--- config.mk ---
export PLATFORM = sky130hd
export DESIGN_NAME = bic_frame_rx
export DESIGN_NICKNAME = d
export VERILOG_FILES = /design/src/rtl/bic_frame_rx.sv
export SDC_FILE = /design/constraint.sdc
export NUM_CORES = 1
export LEC_CHECK = 0
export ABC_AREA = 1
export ABC_CLOCK_PERIOD_IN_PS = 1890
export BUFFER_PORTS_ARGS = -buffer_cell sky130_fd_sc_hd__buf_2
export CELL_PAD_IN_SITES_DETAIL_PLACEMENT = 0
export CELL_PAD_IN_SITES_GLOBAL_PLACEMENT = 2
export CORE_MARGIN = 2
export CORE_UTILIZATION = 32
export CTS_BUF_LIST = sky130_fd_sc_hd__clkbuf_4 sky130_fd_sc_hd__clkbuf_8 sky130_fd_sc_hd__clkbuf_16
export DETAILED_ROUTE_END_ITERATION = 10
export GPL_TIMING_DRIVEN = 0
export HOLD_SLACK_MARGIN = 0.12
export PLACE_DENSITY = 0.78
export SKIP_LAST_GASP = 1
export SLEW_MARGIN = 0
export SYNTH_ARGS = -nofsm -noshare
export SYNTH_HDL_FRONTEND = slang
export SYNTH_SLANG_ARGS = --single-unit
--- constraint.sdc ---
create_clock -name clk -period 1.89 [get_ports clk]
set_input_delay 0.567 -clock clk [delete_from_list [all_inputs] [get_ports clk]]
set_output_delay 0.567 -clock clk [all_outputs]
set_load 0.1 [all_outputs]
--- src/rtl/bic_frame_rx.sv ---
// bic_frame_rx -- serial frame receiver for the bi-directional chat link.
//
// Counts bit-sample strobes (srClock qualified by recEn), detects the start
// bit, shifts in DATA_BITS data bits LSB first, checks an optional parity bit
// and STOP_BITS stop bits, then delivers the character with a valid/ack
// handshake and frame/parity/overrun status.
//
// Ports:
//   clk       system clock, rising edge
//   rst       asynchronous active-high reset
//   srClock   one-cycle bit-sample strobe
//   recEn     receive enable; low aborts a frame in progress
//   serIn     synchronised serial line, idle high
//   rdAck     consumer acknowledge; clears dataValid and overrun
//   data      last received character
//   charRec   one-cycle pulse on frame completion
//   dataValid unread character held in data
//   frameErr  a stop bit sampled 0 in the last frame
//   parityErr parity mismatch in the last frame
//   overrun   a frame completed while dataValid was still set
//   busy      receiver is not idle
//   bitCount  strobes consumed in the current frame
module bic_frame_rx #(
   parameter int DATA_BITS  = 8,
   parameter int PARITY_EN  = 0,
   parameter int PARITY_ODD = 0,
   parameter int STOP_BITS  = 1,
   localparam int FRAME     = 1 + DATA_BITS + PARITY_EN + STOP_BITS,
   localparam int CW        = $clog2(FRAME + 1)
) (
   input  logic                 clk,
   input  logic                 rst,
   input  logic                 srClock,
   input  logic                 recEn,
   input  logic                 serIn,
   input  logic                 rdAck,
   output logic [DATA_BITS-1:0] data,
   output logic                 charRec,
   output logic                 dataValid,
   output logic                 frameErr,
   output logic                 parityErr,
   output logic                 overrun,
   output logic                 busy,
   output logic [CW-1:0]        bitCount
);

   localparam logic          PAR_ON     = (PARITY_EN != 0);
   localparam logic          PAR_ODD    = (PARITY_ODD != 0);
   localparam logic [CW-1:0] LAST_DATA  = CW'(DATA_BITS);
   localparam logic [CW-1:0] LAST_FRAME = CW'(FRAME - 1);

   typedef enum logic [1:0] {
      IDLE   = 2'd0,
      DATA   = 2'd1,
      PARITY = 2'd2,
      STOP   = 2'd3
   } state_t;

   state_t                 state_reg, state_next;
   logic [CW-1:0]          count_reg, count_next;
   logic [DATA_BITS-1:0]   shift_reg, shift_next;
   logic                   ferr_int_reg, ferr_int_next;
   logic                   perr_int_reg, perr_int_next;
   logic [DATA_BITS-1:0]   data_reg, data_next;
   logic                   char_rec_reg, char_rec_next;
   logic                   valid_reg, valid_next;
   logic                   frame_err_reg, frame_err_next;
   logic                   parity_err_reg, parity_err_next;
   logic                   overrun_reg, overrun_next;
   logic                   busy_reg, busy_next;

   // Shift register moves right; the new sample enters at the MSB so that
   // after DATA_BITS samples the first (LSB) bit sits at index 0.
   logic [DATA_BITS-1:0]   shift_in;

   assign shift_in[DATA_BITS-1] = serIn;
   generate
      for (genvar gi = 0; gi < DATA_BITS - 1; gi++) begin : g_shift
         assign shift_in[gi] = shift_reg[gi+1];
      end
   endgenerate

   always_ff @(posedge clk or posedge rst) begin
      if (rst) begin
         state_reg      <= IDLE;
         count_reg      <= '0;
         shift_reg      <= '0;
         ferr_int_reg   <= 1'b0;
         perr_int_reg   <= 1'b0;
         data_reg       <= '0;
         char_rec_reg   <= 1'b0;
         valid_reg      <= 1'b0;
         frame_err_reg  <= 1'b0;
         parity_err_reg <= 1'b0;
         overrun_reg    <= 1'b0;
         busy_reg       <= 1'b0;
      end else begin
         state_reg      <= state_next;
         count_reg      <= count_next;
         shift_reg      <= shift_next;
         ferr_int_reg   <= ferr_int_next;
         perr_int_reg   <= perr_int_next;
         data_reg       <= data_next;
         char_rec_reg   <= char_rec_next;
         valid_reg      <= valid_next;
         frame_err_reg  <= frame_err_next;
         parity_err_reg <= parity_err_next;
         overrun_reg    <= overrun_next;
         busy_reg       <= busy_next;
      end
   end

   always_comb begin
      state_next      = state_reg;
      count_next      = count_reg;
      shift_next      = shift_reg;
      ferr_int_next   = ferr_int_reg;
      perr_int_next   = perr_int_reg;
      data_next       = data_reg;
      char_rec_next   = 1'b0;
      valid_next      = valid_reg;
      frame_err_next  = frame_err_reg;
      parity_err_next = parity_err_reg;
      overrun_next    = overrun_reg;

      // Acknowledge is applied first so that a completion in the same cycle
      // overrides it and leaves the new character valid.
      if (rdAck) begin
         valid_next   = 1'b0;
         overrun_next = 1'b0;
      end

      if (!recEn) begin
         state_next    = IDLE;
         count_next    = '0;
         shift_next    = '0;
         ferr_int_next = 1'b0;
         perr_int_next = 1'b0;
      end else if (srClock) begin
         case (state_reg)
            IDLE: begin
               if (!serIn) begin
                  state_next = DATA;
                  count_next = CW'(1);
               end
            end
            DATA: begin
               shift_next = shift_in;
               count_next = count_reg + CW'(1);
               if (count_reg == LAST_DATA)
                  state_next = PAR_ON ? PARITY : STOP;
            end
            PARITY: begin
               perr_int_next = (^shift_reg) ^ serIn ^ PAR_ODD;
               count_next    = count_reg + CW'(1);
               state_next    = STOP;
            end
            STOP: begin
               if (count_reg == LAST_FRAME) begin
                  // Final stop sample: its value folds directly into frameErr.
                  data_next       = shift_reg;
                  frame_err_next  = ferr_int_reg | ~serIn;
                  parity_err_next = PAR_ON & perr_int_reg;
                  char_rec_next   = 1'b1;
                  valid_next      = 1'b1;
                  overrun_next    = valid_reg & ~rdAck;
                  state_next      = IDLE;
                  count_next      = '0;
                  shift_next      = '0;
                  ferr_int_next   = 1'b0;
                  perr_int_next   = 1'b0;
               end else begin
                  ferr_int_next = ferr_int_reg | ~serIn;
                  count_next    = count_reg + CW'(1);
               end
            end
            default: begin
               state_next = IDLE;
               count_next = '0;
            end
         endcase
      end

      busy_next = (state_next != IDLE);
   end

   assign data      = data_reg;
   assign charRec   = char_rec_reg;
   assign dataValid = valid_reg;
   assign frameErr  = frame_err_reg;
   assign parityErr = parity_err_reg;
   assign overrun   = overrun_reg;
   assign busy      = busy_reg;
   assign bitCount  = count_reg;

endmodule
==> qor.yml <==
yosys:
  synth_seq_cells: 28
  synth.most_common_cell: "nand2_1"
  synth_area_leader_cell: "dfrtp_1"
  yosys.cell_types.count: 21
  syn_inst: 156
  synth_top_area_share_pct: 51.1
  synth_area_leaders: "dfrtp_1 51%, nand2_1 12%, inv_1 7.4%"
  yosysWarningCount: 0
  synth.yosys.seq_area_share_pct: 51.1
  yosys-top-cells-count: "42 x nand2_1, 28 x dfrtp_1, 27 x inv_1"
  syn_avg_cell_area_um2: 8.78
  synthesis.nets: 170
  synth_edf_count: 0
  netlist_area_mm2: 0.00137
  synth_ff_type: "dfrtp_1"
  postSynth.asyncResetShare_pct: 100
clock_tree:
  ctsResizeCount: 0
  cts_num_sinks: 28
  root_buffer: "clkbuf_8"
  h-tree-depth: 1
  clockBufferDepth: 2
  hold_buffers: 0
  path_clk_slew_ns: 0.09
  insertion_delay_ns: 0.27
  cts_tree: "built"
  cts_buffers: 3
  postCtsSetupBuffers: 0
cells_and_area:
  final_util_pct: 39.8
  diodes: 0
  drive_above_1_share_pct: 23.1
  fin_nets: 197
  synthToLayoutAreaGrowth_pct: 18.0
setup_path:
  setup.worst_path.start: "bitCount[2]$_DFFE_PP0P_"
  crit_arrival_ns: 1.15
  slowest_delay_ns: 0.46
  crit_type: "reg -> out"
  r2r_start: "state_reg[0]$_DFF_PP0_"
  crit_slowest_cell: "buf_2"
  path_max_fanout: 5
  required_ns: 1.32
  cp_cell_sequence: "buf_2"
  crit_path_end_kind: "output port"
  critPathLaunchType: "register"
  path_delay_family: "buffers and inverters"
  critPathBufInv: 1
placed_design:
  numPortBuffers: 22
  place.gp.congestion: 0.826
  hpwlAfterDp_um: 1980
sta:
  setup_viol: 0
  rsz0062_at_grt: "false"
  finClkSkew_ns: 0.00523
  fmax_ghz: 0.581
  hold_slack_ns: 0.474
  slew_headroom_pct: 32.0
  tightestPinTransition_ns: 1.02
  report.final.hold_viol_count: 0
  setup_tns_ns: 0
  period_share_pct: 91.1
  finalMaxSlewViolations: 0
  min_period_ns: 1.72
floorplanning:
  rows: 23
  die_area_mm2: 0.00482
  die_w_um: 69.4
  ioPinCount: 24
  dieHeight_um: 69.4
  start_util_pct: 33.8
  coreArea_mm2: 0.00406
pwr:
  power_density_mw_per_mm2: 732
  p_int_uw: 913
  p_sw_share_pct: 22.8
  seqPwrFrac_pct: 51.5
  clkPwrFrac_pct: 39.0
  power.total_uw: 1180
  power.leakage_uw: 0.000888
  combPwrFrac_pct: 9.5
  worst_ir_drop_vdd_mv: 0.299
  p_sw_uw: 270
grt:
  grt_max_degree: 29
  first_global_vias: 966
  gr-total-overflow: 0
  antenna_found_initial: 0
  grt.total_usage_pct: 10.9
  grt_pass1_wl_um: 4370
routing:
  via_per_inst: 4.46
  wl_per_cell_um: 10.8
  ant_nets: 0
  drt_iter0_markers: 77
  first_pass_iters: 4
  drc: 0
  wl_um: 2500
  vias: 1034
worst_hold_path:
  hold_path_class: "reg -> reg"
  hold_start: "data[0]$_DFFE_PP0P_"
run_status:
  status: "complete, no violations"
run:
  max_cap_violations: 0
## cell families (layout without fill, tap and decap cells)
family / after synthesis / after routing / share of synthesized area [%]
fa+ha+maj: 8 / 8 / 7.31
buf+inv: 31 / 57 / 9.32
compound gates: 25 / 25 / 11.9
flops: 28 / 28 / 51.1
simple gates: 62 / 62 / 19.5
xor+xnor: 1 / 1 / 0.639
other cells: 1 / 1 / 0.274
## final cells by class
| type | count | area [um2] |
|---|---|---|
| repair buffers | 22 | 110 |
| clock inverters | 1 | 30.0 |
| well taps | 50 | 62.6 |
| plain buffers | 2 | 18.8 |
| multi-input cells | 97 | 542 |
| inverters | 29 | 109 |
| flip-flops and latches | 28 | 703 |
| clock buffers | 3 | 41.3 |
| fillers | 416 | 2440 |
## cells in the final DEF, fill, tap and decap left out
cell / synthesis / routed
nand2_1: 42 / 42
a21oi_1: 4 / 4
nand3_1: 6 / 6
o21ai_2: 7 / 7
buf_2: 0 / 22
dfrtp_2: 0 / 2
bufinv_16: 0 / 1
buf_6: 1 / 1
o22ai_1: 7 / 7
nand2_2: 1 / 1
nand3_2: 1 / 1
ha_1: 8 / 8
xor2_1: 1 / 1
buf_4: 1 / 1
o21ai_0: 5 / 5
o21ai_1: 1 / 1
inv_1: 27 / 27
nor2_1: 7 / 7
clkbuf_8: 0 / 3
nor3_4: 1 / 1
conb_1: 1 / 1
a211oi_1: 1 / 1
dfrtp_1: 28 / 26
nor3_1: 4 / 4
inv_2: 2 / 2
## metal layers
metal	vias to the layer above	routed length, um	global-route usage, %
li1	539	-	-
met1	469	1270	15.5
met2	24	1120	16.8
met3	2	101	1.74
met4	0	14	3.92
met5	-	0	0
## power groups by stage
stage | combinational [uW] | sequential (uW) | clock (uW)
floorplan | 63.6 | 646 | 0
CTS | 115 | 610 | 477
global placement | 115 | 621 | 0
finish | 113 | 609 | 461
detailed placement | 115 | 622 | 0
global route | 127 | 611 | 495
## final timing paths
check                                           end  slack [ns]  cells past startpoint
min reg2reg                     data[0]$_DFFE_PP0P_        0.47                      2
max in group asynchronous   bitCount[1]$_DFFE_PP0P_        0.68                      2
min in group asynchronous  shift_reg[0]$_DFFE_PP0P_        0.53                      2
min                             data[0]$_DFFE_PP0P_        0.47                      2
max                                     bitCount[2]        0.17                      1
max reg2reg                 bitCount[3]$_DFFE_PP0P_        0.28                      7
## per-stage QoR
| step | setup slack [ns] | std cells | area (um2) |
|---|---|---|---|
| 6_report | 0.168 | 232 | 1620 |
| 3_3_place_gp | 0.235 | 228 | 1550 |
| 4_1_cts | 0.163 | 232 | 1620 |
| 2_1_floorplan | 0.0293 | 156 | 1370 |
| 5_1_grt | 0.121 | 232 | 1620 |
| 3_5_place_dp | 0.235 | 228 | 1550 |
No activity file was read; power rests on OpenSTA's default activity.
